### config.mk
export PLATFORM = sky130hd
export DESIGN_NAME = bsk_prm_bus_master_flat
export DESIGN_NICKNAME = d
export VERILOG_FILES = /design/src/rtl/bsk_prm_bus_master_if.sv /design/src/rtl/bsk_prm_bus_master.sv /design/src/flat_wrapper.sv
export SDC_FILE = /design/constraint.sdc
export NUM_CORES = 1
export LEC_CHECK = 0
export ABC_AREA = 1
export CELL_PAD_IN_SITES_DETAIL_PLACEMENT = 1
export CELL_PAD_IN_SITES_GLOBAL_PLACEMENT = 1
export CORE_ASPECT_RATIO = 1.75
export CORE_MARGIN = 2
export CORE_UTILIZATION = 36
export CTS_CLUSTER_DIAMETER = 120
export DETAILED_ROUTE_END_ITERATION = 10
export PLACE_DENSITY = 0.9
export SYNTH_ARGS = -nofsm -noshare
export SYNTH_HDL_FRONTEND = slang
export SYNTH_SLANG_ARGS = --single-unit
### constraint.sdc
create_clock -name iClk -period 2.65 [get_ports iClk]
set_input_delay 0.53 -clock iClk [delete_from_list [all_inputs] [get_ports iClk]]
set_output_delay 0.53 -clock iClk [all_outputs]
set_load 0.01 [all_outputs]
### src/rtl/bsk_prm_bus_master_if.sv
// PRM board bus: 16-bit data, 2-bit address, 4-bit chip select and
// active-low read/write strobes.
//   master modport : drives address/CS/data/strobes, receives iD
//   slave modport  : board-side view, drives iD
`timescale 1ns/1ps
interface bsk_prm_bus_master_if;
    logic [15:0] iD;    // read data from board
    logic [15:0] oD;    // write data to board
    logic        oDOe;  // 1 = master drives oD
    logic [1:0]  oA;    // register address
    logic [3:0]  oCS;   // chip select
    logic        oWr;   // write strobe, active-low
    logic        oRd;   // read strobe, active-low

    modport master (
        input  iD,
        output oD, oDOe, oA, oCS, oWr, oRd
    );

    modport slave (
        output iD,
        input  oD, oDOe, oA, oCS, oWr, oRd
    );
endinterface

### src/rtl/bsk_prm_bus_master.sv
// Sequences one PRM command board update: four writes (command low/high in
// check-nibble format, indication, control) then two readbacks (command,
// ID/status) with verification. Owns all strobe timing.
// Ports:
//   iClk, iRes       clock, asynchronous active-high reset
//   iStart           start request (sampled in idle only)
//   iCom, iComInd    command / indication vectors, latched at start
//   iEnable          1 = write ENABLE_CODE to the control register
//   bus              board bus (master modport)
//   oBusy, oDone     sequence in progress / one-cycle completion pulse
//   oErrCom/Pwd/En   readback mismatch flags, held until next start
//   oVersion         firmware version from the status register
`timescale 1ns/1ps
module bsk_prm_bus_master #(
    parameter logic [3:0]  CS          = 4'b0111,
    parameter logic [3:0]  CS_IDLE     = 4'b1111,
    parameter logic [7:0]  PASSWORD    = 8'hA6,
    parameter logic [7:0]  ENABLE_CODE = 8'hE1,
    parameter int unsigned SETUP       = 1,
    parameter int unsigned STROBE      = 4
) (
    input  logic                         iClk,
    input  logic                         iRes,
    input  logic                         iStart,
    input  logic [15:0]                  iCom,
    input  logic [15:0]                  iComInd,
    input  logic                         iEnable,
    bsk_prm_bus_master_if.master         bus,
    output logic                         oBusy,
    output logic                         oDone,
    output logic                         oErrCom,
    output logic                         oErrPwd,
    output logic                         oErrEn,
    output logic [5:0]                   oVersion
);

    typedef enum logic [2:0] {StIdle, StW0, StW1, StW2, StW3, StR1, StR3, StDone} st_e;
    typedef enum logic [1:0] {PhSetup, PhStrobe, PhHold} ph_e;

    // Counters count down to zero, so load length-1.
    localparam logic [3:0] SetupLoad  = 4'(SETUP - 1);
    localparam logic [3:0] StrobeLoad = 4'(STROBE - 1);

    st_e         state_q;
    ph_e         phase_q;
    logic [3:0]  cnt_q;
    logic [15:0] com_q, ind_q;
    logic        en_q;
    logic        wr_q, rd_q, doe_q, busy_q, done_q;
    logic [15:0] d_q;
    logic [1:0]  a_q;
    logic [3:0]  cs_q;
    logic        err_com_q, err_pwd_q, err_en_q;
    logic [5:0]  version_q;

    function automatic logic [15:0] wr_word(st_e st, logic [15:0] c, logic [15:0] ind,
                                            logic en);
        case (st)
            StW0:    wr_word = {c[7:4], ~c[7:4], c[3:0], ~c[3:0]};
            StW1:    wr_word = {c[15:12], ~c[15:12], c[11:8], ~c[11:8]};
            StW2:    wr_word = ind;
            StW3:    wr_word = {8'h00, en ? ENABLE_CODE : 8'h00};
            default: wr_word = 16'h0000;
        endcase
    endfunction

    function automatic logic [1:0] acc_addr(st_e st);
        case (st)
            StW1, StR1: acc_addr = 2'd1;
            StW2:       acc_addr = 2'd2;
            StW3, StR3: acc_addr = 2'd3;
            default:    acc_addr = 2'd0;
        endcase
    endfunction

    function automatic logic is_write(st_e st);
        is_write = (st == StW0) || (st == StW1) || (st == StW2) || (st == StW3);
    endfunction

    function automatic st_e next_st(st_e st);
        case (st)
            StW0:    next_st = StW1;
            StW1:    next_st = StW2;
            StW2:    next_st = StW3;
            StW3:    next_st = StR1;
            StR1:    next_st = StR3;
            StR3:    next_st = StDone;
            default: next_st = StIdle;
        endcase
    endfunction

    always_ff @(posedge iClk or posedge iRes) begin
        if (iRes) begin
            state_q   <= StIdle;
            phase_q   <= PhSetup;
            cnt_q     <= 4'd0;
            com_q     <= 16'h0000;
            ind_q     <= 16'h0000;
            en_q      <= 1'b0;
            wr_q      <= 1'b1;
            rd_q      <= 1'b1;
            doe_q     <= 1'b0;
            d_q       <= 16'h0000;
            a_q       <= 2'd0;
            cs_q      <= CS_IDLE;
            busy_q    <= 1'b0;
            done_q    <= 1'b0;
            err_com_q <= 1'b0;
            err_pwd_q <= 1'b0;
            err_en_q  <= 1'b0;
            version_q <= 6'd0;
        end else begin
            case (state_q)
                StIdle: begin
                    if (iStart) begin
                        com_q     <= iCom;
                        ind_q     <= iComInd;
                        en_q      <= iEnable;
                        err_com_q <= 1'b0;
                        err_pwd_q <= 1'b0;
                        err_en_q  <= 1'b0;
                        busy_q    <= 1'b1;
                        state_q   <= StW0;
                        phase_q   <= PhSetup;
                        cnt_q     <= SetupLoad;
                        a_q       <= acc_addr(StW0);
                        cs_q      <= CS;
                        // Latched copies are not visible yet; format from inputs.
                        d_q       <= wr_word(StW0, iCom, iComInd, iEnable);
                        doe_q     <= 1'b1;
                    end
                end
                StDone: begin
                    done_q  <= 1'b0;
                    state_q <= StIdle;
                end
                default: begin
                    case (phase_q)
                        PhSetup: begin
                            if (cnt_q == 4'd0) begin
                                phase_q <= PhStrobe;
                                cnt_q   <= StrobeLoad;
                                if (is_write(state_q)) wr_q <= 1'b0;
                                else                   rd_q <= 1'b0;
                            end else begin
                                cnt_q <= cnt_q - 4'd1;
                            end
                        end
                        PhStrobe: begin
                            if (cnt_q == 4'd0) begin
                                phase_q <= PhHold;
                                wr_q    <= 1'b1;
                                rd_q    <= 1'b1;
                                // Last strobe cycle: read data is settled.
                                if (state_q == StR1) begin
                                    err_com_q <= (bus.iD != com_q);
                                end
                                if (state_q == StR3) begin
                                    err_pwd_q <= (bus.iD[15:8] != PASSWORD);
                                    err_en_q  <= (bus.iD[0] != en_q);
                                    version_q <= bus.iD[7:2];
                                end
                            end else begin
                                cnt_q <= cnt_q - 4'd1;
                            end
                        end
                        default: begin
                            state_q <= next_st(state_q);
                            if (next_st(state_q) == StDone) begin
                                busy_q <= 1'b0;
                                done_q <= 1'b1;
                                cs_q   <= CS_IDLE;
                                doe_q  <= 1'b0;
                                a_q    <= 2'd0;
                                d_q    <= 16'h0000;
                            end else begin
                                // CS stays asserted straight into the next access.
                                phase_q <= PhSetup;
                                cnt_q   <= SetupLoad;
                                a_q     <= acc_addr(next_st(state_q));
                                d_q     <= wr_word(next_st(state_q), com_q, ind_q, en_q);
                                doe_q   <= is_write(next_st(state_q));
                            end
                        end
                    endcase
                end
            endcase
        end
    end

    assign bus.oWr   = wr_q;
    assign bus.oRd   = rd_q;
    assign bus.oDOe  = doe_q;
    assign bus.oD    = d_q;
    assign bus.oA    = a_q;
    assign bus.oCS   = cs_q;
    assign oBusy     = busy_q;
    assign oDone     = done_q;
    assign oErrCom   = err_com_q;
    assign oErrPwd   = err_pwd_q;
    assign oErrEn    = err_en_q;
    assign oVersion  = version_q;

endmodule

### src/flat_wrapper.sv
// flat-port wrapper written by rule: the top's interface ports become plain ports
module bsk_prm_bus_master_flat 
#(
    parameter logic [3:0]  CS          = 4'b0111,
    parameter logic [3:0]  CS_IDLE     = 4'b1111,
    parameter logic [7:0]  PASSWORD    = 8'hA6,
    parameter logic [7:0]  ENABLE_CODE = 8'hE1,
    parameter int unsigned SETUP       = 1,
    parameter int unsigned STROBE      = 4
)
  (iClk, iRes, iStart, iCom, iComInd, iEnable, oBusy, oDone, oErrCom, oErrPwd, oErrEn, oVersion, bus_iD, bus_oD, bus_oDOe, bus_oA, bus_oCS, bus_oWr, bus_oRd);
  bsk_prm_bus_master_if bus_i ();
  input  logic iClk;
  input  logic iRes;
  input  logic iStart;
  input  logic [15:0] iCom;
  input  logic [15:0] iComInd;
  input  logic iEnable;
  output logic oBusy;
  output logic oDone;
  output logic oErrCom;
  output logic oErrPwd;
  output logic oErrEn;
  output logic [5:0] oVersion;
  input wire logic [$bits(bus_i.iD)-1:0] bus_iD;
  output wire logic [$bits(bus_i.oD)-1:0] bus_oD;
  output wire logic [$bits(bus_i.oDOe)-1:0] bus_oDOe;
  output wire logic [$bits(bus_i.oA)-1:0] bus_oA;
  output wire logic [$bits(bus_i.oCS)-1:0] bus_oCS;
  output wire logic [$bits(bus_i.oWr)-1:0] bus_oWr;
  output wire logic [$bits(bus_i.oRd)-1:0] bus_oRd;
  assign bus_i.iD = bus_iD;
  assign bus_oD = bus_i.oD;
  assign bus_oDOe = bus_i.oDOe;
  assign bus_oA = bus_i.oA;
  assign bus_oCS = bus_i.oCS;
  assign bus_oWr = bus_i.oWr;
  assign bus_oRd = bus_i.oRd;
  bsk_prm_bus_master #(.CS(CS), .CS_IDLE(CS_IDLE), .PASSWORD(PASSWORD), .ENABLE_CODE(ENABLE_CODE), .SETUP(SETUP), .STROBE(STROBE)) u_core (.iClk(iClk), .iRes(iRes), .iStart(iStart), .iCom(iCom), .iComInd(iComInd), .iEnable(iEnable), .bus(bus_i), .oBusy(oBusy), .oDone(oDone), .oErrCom(oErrCom), .oErrPwd(oErrPwd), .oErrEn(oErrEn), .oVersion(oVersion));
endmodule
Yosys cells after proc, flatten, opt, wreduce, memory -nomap -nowiden
Cells that the tools add are included.
Cells by class
  reductions and logical operators: 32
  mux-type cells: 64
  bitwise logic cells: 9
  $add $sub $neg: 1
  eq/ne operators: 30
  shift-type cells: 0
  multipliers: 0
  div/mod/pow operators: 0
  $lt $le $gt $ge: 0
Operators by type and width (count)
  one-hot mux 16 bit (4 select lines): 1
  2-to-1 mux 16 bit: 3
  one-hot mux 16 bit (2 select lines): 1
  2-to-1 mux 4 bit: 7
  AND reduction 5 bit: 5
  == test 3 bit, second input constant: 8
  inverter 4 bit: 6
  one-hot mux 4 bit (2 select lines): 3
  2-to-1 mux 1 bit: 22
  2-to-1 mux 3 bit: 6
  one-hot mux 3 bit (6 select lines): 1
  inequality test 16 bit: 1
  one-hot mux 1 bit (2 select lines): 8
  nonzero test 2 bit: 7
  == test 3 x 2 -> 1 bit, second input constant: 4
  2-to-1 mux 2 bit: 6
  one-hot mux 2 bit (2 select lines): 3
  AND reduction 4 bit: 3
  inequality test 2 x 1 -> 1 bit, second input constant: 5
  2-to-1 mux 8 bit: 1
  inequality test 8 bit, second input constant: 1
  OR reduction 2 bit: 4
  == test 3 x 1 -> 1 bit, second input constant: 2
  logical OR 1 bit: 6
  other kinds (16): 22
Word-level totals
  flip-flop bits (word level): 78
  output and inout bits: 36
  bits in latches: 0
  ROM bits: 0
  bits in writable memories: 0
  logic and storage cells: 154
  memories: 0
  bits of input ports: 52

Logic depth before layout (Yosys ltp)
  depth after elaboration: 15
  depth in mapped cells: 10

Worst setup path after synthesis
Ideal clock, no wire load.
  kind: register to register
  from: reg u_core.state_q[0]
  to: reg u_core.err_en_q, in the netlist u_core.oErrEn
  library setup time: 117 ps
  arrival: 1332 ps
  slack: 1201 ps
  stages on the path, launching flop included: 11
  data required time: 2533 ps
  period minus slack after synthesis: 1449 ps
  buffers on the path: 2
  cell sequence: dfrtp_1 > buf_2 > nor2_4 > nand2_2 > buf_6 > a21oi_2 > inv_2 > nor2_2 > nand2_1 > nand2_1 > nand2_1
On the way
  cells in the longest elaborated chain, start to end: 3
  elaborated cells on any way between the ends: 10
  those cells by class: 3 x eq/ne; 1 x mux; 1 x bitwise; 5 x reduce/logical
RTL lines
  start, declared: RTL line bsk_prm_bus_master.sv:44  | st_e state_q;
  start signal, assigned: RTL line bsk_prm_bus_master.sv:94  | state_q <= StIdle;
  start signal, assigned: RTL line bsk_prm_bus_master.sv:123  | state_q <= StW0;
  start signal, assigned: RTL line bsk_prm_bus_master.sv:135  | state_q <= StIdle;
  == test 3 bit (tied with other cells): RTL line bsk_prm_bus_master.sv:158  | if (state_q == StR3) begin
  nonzero test 2 bit (no line) (tied with other cells)
  AND reduction 5 bit (no line)
  end signal, assigned: RTL line bsk_prm_bus_master.sv:160  | err_en_q <= (bus.iD[0] != en_q);
  end, declared: RTL line bsk_prm_bus_master.sv:53  | logic err_com_q, err_pwd_q, err_en_q;
Several ways; a longest one is shown, not always the timed one.
A chain may end at the register's enable or synchronous reset.

Worst setup path in the final report
  from: reg u_core.state_q[0]
  to: reg u_core.d_q[12], in the netlist u_core.bus.oD[12]
On the way
  cells in the longest elaborated chain, start to end: 10
  elaborated cells on any way between the ends: 27
  those cells by class: 14 x eq/ne; 10 x mux; 1 x bitwise; 2 x reduce/logical
RTL lines
  == test 3 bit (tied with other cells): RTL line bsk_prm_bus_master.sv:81  | case (st)
  one-hot mux 3 bit (6 select lines): RTL line bsk_prm_bus_master.sv:81
  2-to-1 mux 3 bit: RTL line bsk_prm_bus_master.sv:169  | if (next_st(state_q) == StDone) begin
  2-to-1 mux 3 bit: RTL line bsk_prm_bus_master.sv:138  | case (phase_q)
  2-to-1 mux 3 bit: RTL line bsk_prm_bus_master.sv:113  | case (state_q)
  == test 3 bit (tied with other cells): RTL line bsk_prm_bus_master.sv:58  | case (st)
  one-hot mux 16 bit (4 select lines): RTL line bsk_prm_bus_master.sv:58
  2-to-1 mux 16 bit: RTL line bsk_prm_bus_master.sv:169
  2-to-1 mux 16 bit: RTL line bsk_prm_bus_master.sv:138
  one-hot mux 16 bit (2 select lines): RTL line bsk_prm_bus_master.sv:113
  end signal, assigned: RTL line bsk_prm_bus_master.sv:129  | d_q <= wr_word(StW0, iCom, iComInd, iEnable);
  end signal, assigned: RTL line bsk_prm_bus_master.sv:181  | d_q <= wr_word(next_st(state_q), com_q, ind_q, en_q);
  end, declared: RTL line bsk_prm_bus_master.sv:50  | logic [15:0] d_q;
Several ways; a longest one is shown, not always the timed one. The select of a mux whose other input is x is not followed.

==> results.sh <==
export IMPL_grt_busiest_layer="met2"
export IMPL_ctsRootBufferMaster="sky130_fd_sc_hd__clkbuf_16"
export IMPL_criticalPathCategory="reg -> reg"
export IMPL_postSynthRegisterBits=75
export IMPL_dr_pass1_iters=6
export IMPL_pin_count_of_the_biggest_net_entering_global_routing=76
export IMPL_height_of_the_die_um=140
export IMPL_count_of_distinct_cell_types_in_the_synthesized_netlist=31
export IMPL_clock_sinks=75
export IMPL_clock_skew_ns=0.00580
export IMPL_antenna_found_initial=0
export IMPL_place_detailed_instances=700
export IMPL_largest_family_of_logic_cells_by_synthesized_area="simple AND/OR/NAND/NOR gates"
export IMPL_ctsLongestPathBuffers=2
export IMPL_cp_arrival_ns=2.32
export IMPL_timing_max_cap_violations=0
export IMPL_synth_area_top_cells="sky130_fd_sc_hd__dfrtp_1, sky130_fd_sc_hd__nand2_1, sky130_fd_sc_hd__o21ai_0, sky130_fd_sc_hd__inv_1, sky130_fd_sc_hd__nor2_1"
export IMPL_power_frac_seq_pct=35.1
export IMPL_final_instance_count_excl_fill=715
export IMPL_post_cts_hold_buffer_count=0
export IMPL_report_final_setup_viol=0
export IMPL_layout_filler_cells=1281
export IMPL_power_switching_fraction_pct=42.4
export IMPL_starting_drt_drc_count=142
export IMPL_ys_warn_count=0
export IMPL_highest_clock_rate_mhz=490
export IMPL_share_comb_of_total_power_pct=46.5
export IMPL_totalNegativeSetupSlack_ns=0
export IMPL_total_power_mw=6.00
export IMPL_tritoncts="done"
export IMPL_pwr_share_clk_pct=18.3
export IMPL_hpwl_reported_at_the_end_of_detailed_placement_um=9070
export IMPL_final_min_clock_period_ns=2.04
export IMPL_drc=0
export IMPL_antennaDiodeCount=0
export IMPL_clock_insertion_delay_worst_skew_ns=0.34
export IMPL_grt_use_met2_pct=41.5
export IMPL_ys_async_sr_fraction_pct=100
export IMPL_synth_area_mux_share_pct=0
export IMPL_yosys_cell_count_top_type="sky130_fd_sc_hd__nand2_1"
export IMPL_route_detailed_vias_per_inst=5.09
export IMPL_post_cts_setup_buffer_count=0
export IMPL_total_congestion_overflow_after_global_routing=0
export IMPL_timing_critical_path_slowest_cell_delay_ns=0.50
export IMPL_count_of_flip_flops_with_a_built_in_enable_after_synthesis=0
export IMPL_timing_hold_ws_ns=0.468
export IMPL_synthesized_area_fraction_occupied_by_xor_and_xnor_cells_pct=0.924
export IMPL_core_utilization_of_the_finished_layout_pct=49.0
export IMPL_worst_pin_slew_ns=0.656
export IMPL_p_per_area_mw_per_mm2=1200
export IMPL_critPathMaxFanout=17
export IMPL_critical_path_startpoint_type="flip-flop"
export IMPL_netlist_area_mm2=0.00379
export IMPL_remaining_max_slew_budget_at_the_tightest_pin_pct=56.1
export IMPL_drt_wirelength_per_cell_um=16.6
export IMPL_syn_instance_count=500
export IMPL_placeableCoreArea_mm2=0.0102
export IMPL_post_route_cells_drive_above_1_share_pct=6.80
export IMPL_holdCritPathClass="reg -> reg"
export IMPL_worstPathRequired_ns=2.93
export IMPL_grt_usage_pct=22.4
export IMPL_die_w_um=81.6
export IMPL_synth_area_per_cell_um2=7.58
export IMPL_synth_yosys_seq_area_share_pct=49.6
export IMPL_synth_area_leader_cell="sky130_fd_sc_hd__dfrtp_1"
export IMPL_grt_setup_unrepaired="false"
export IMPL_timing_critical_path_slowest_stage_cell="sky130_fd_sc_hd__dfrtp_1"
export IMPL_path_common_cell="sky130_fd_sc_hd__nand2_1"
export IMPL_synthSimpleGateAreaFrac_pct=26.9
export IMPL_cts_buffers_inserted=9
export IMPL_areaGrowthSynthToFinish_pct=32.2
export IMPL_final_period_utilization_pct=77.0
export IMPL_postRouteAntennaNets=0
export IMPL_run_status="finished clean"
export IMPL_initial_core_util_pct=37.0
export IMPL_net_switching_power_mw=2.54
export IMPL_synth_flop_cell="sky130_fd_sc_hd__dfrtp_1"
export IMPL_timing_hold_violations_final=0
export IMPL_ios=88
export IMPL_synth_area_in_compound_gates_pct=12.2
export IMPL_maxSlewViolCount=0
export IMPL_endpoint_kind="flip-flop"
export IMPL_grt_use_met1_pct=22.8
export IMPL_groute_layer_met3_usage_pct=2.72
export IMPL_total_leakage_power_nw=2.49
export IMPL_cts_htree_levels=3
export IMPL_path_clk_slew_ns=0.06
export IMPL_synth_top_cell_area_share_pct=47.5
export IMPL_route_vias_total=3637
export IMPL_global_route_wire_length_before_repair_um=19400
export IMPL_site_row_count=49
export IMPL_placement_io_buffers=84
export IMPL_gp_congestion=0.859
export IMPL_synth_fa_ha_area_share_pct=0.660
export IMPL_design_die_area_mm2=0.0114
export IMPL_wirelength_um=11800
export IMPL_ir_drop_uv=452
export IMPL_nNetsFinal=638
export IMPL_yosys_top_cells_count="sky130_fd_sc_hd__nand2_1, sky130_fd_sc_hd__dfrtp_1, sky130_fd_sc_hd__inv_1, sky130_fd_sc_hd__o21ai_0, sky130_fd_sc_hd__nor2_1"
export IMPL_cts_resized_gates=0
export IMPL_setup_reg_to_reg_worst_slack_ns=0.61
export IMPL_via_count_of_the_first_global_routing_pass=4033
export IMPL_cp_cell_sequence="nor2_4 -> nand2_2 -> nand2_1 -> nand3_2 -> inv_2 -> o21ai_0 -> nand2_1"
export IMPL_p_int_mw=3.46
## per-layer routing
layer | wire, µm | vias to the layer above | share of wire (%)
met5 | 0 | - | 0
met4 | 609 | 0 | 5.1
met3 | 394 | 48 | 3.3
met2 | 6630 | 97 | 56
met1 | 4200 | 1776 | 35
li1 | - | 1716 | -
## final cells by class
cell class	instances	area, µm²	area share, %
clock buffers	12	246	4.92
clock inverters	3	15.0	0.299
inverters	68	255	5.09
multi-input cells	341	1550	31.0
flip-flops and latches	75	1880	37.5
well taps	127	159	3.17
repair buffers	89	903	18.0
## power by group through the flow
stage                     sequential (mW)  combinational, mW  clock, mW
after floorplan                      2.05               1.71          0
after global placement               2.08               2.60          0
after detailed placement             2.11               2.79          0
after CTS                            2.10               2.82       1.12
after global routing                 2.16               3.15       1.16
final                                2.11               2.79       1.10
## sequential cells by signal, indices dropped and copies added, names as in the netlist
signal	flops
u_core.bus.oA	2
u_core.bus.oCS	1
u_core.bus.oD	16
u_core.bus.oDOe	1
u_core.bus.oRd	1
u_core.bus.oWr	1
u_core.cnt_q	4
u_core.com_q	16
u_core.en_q	1
u_core.ind_q	16
u_core.oBusy	1
u_core.oDone	1
u_core.oErrCom	1
u_core.oErrEn	1
u_core.oErrPwd	1
u_core.oVersion	6
u_core.phase_q	2
u_core.state_q	3
## kinds of logic after synthesis
family / after synthesis
other: 1
and+or+nand+nor: 247
xor gates and xnor gates: 4
adders and majority gates: 2
AOI/OAI and AO/OA: 85
DFF: 75
buffers and inverters: 86
## placed cells by master (no fill, tap or decap), types with 8 or more instances in the layout
cell                              netlist  final
sky130_fd_sc_hd__inv_1                 61     60
sky130_fd_sc_hd__clkbuf_16              0      9
sky130_fd_sc_hd__o21ai_1               12     12
sky130_fd_sc_hd__clkdlybuf4s50_1        0     84
sky130_fd_sc_hd__nor2_1                33     33
sky130_fd_sc_hd__nand2_1              189    189
sky130_fd_sc_hd__nand3_1                8      8
sky130_fd_sc_hd__o22ai_1                8      8
sky130_fd_sc_hd__o21ai_0               48     48
sky130_fd_sc_hd__dfrtp_1               72     72
## worst max-delay path: cells and delay by family (launching register included)
kind            cells  cell delay, ns
flops               1            0.50
simple gates        5            1.02
compound gates      1            0.16
buf+inv             1            0.30
## through the flow
stage	setup WS (ns)	cell area (µm²)
2_1_floorplan	0.215	3800
3_3_place_gp	0.625	4750
3_5_place_dp	0.511	4750
4_1_cts	0.605	5010
5_1_grt	0.410	5010
6_report	0.610	5010
## path summary, 6_finish.rpt
kind	startpoint	to	cells after the start
max in group asynchronous	iRes	u_core.bus.oCS[3]	3
min in group asynchronous	iRes	u_core.oVersion[2]	3
setup reg to reg	u_core.state_q[0]	u_core.bus.oD[12]	7
setup / recovery	u_core.state_q[0]	u_core.bus.oD[12]	7
hold reg to reg	u_core.bus.oRd	u_core.bus.oRd	2
hold / removal	u_core.bus.oRd	u_core.bus.oRd	2
No activity file was read; power rests on OpenSTA's default activity.
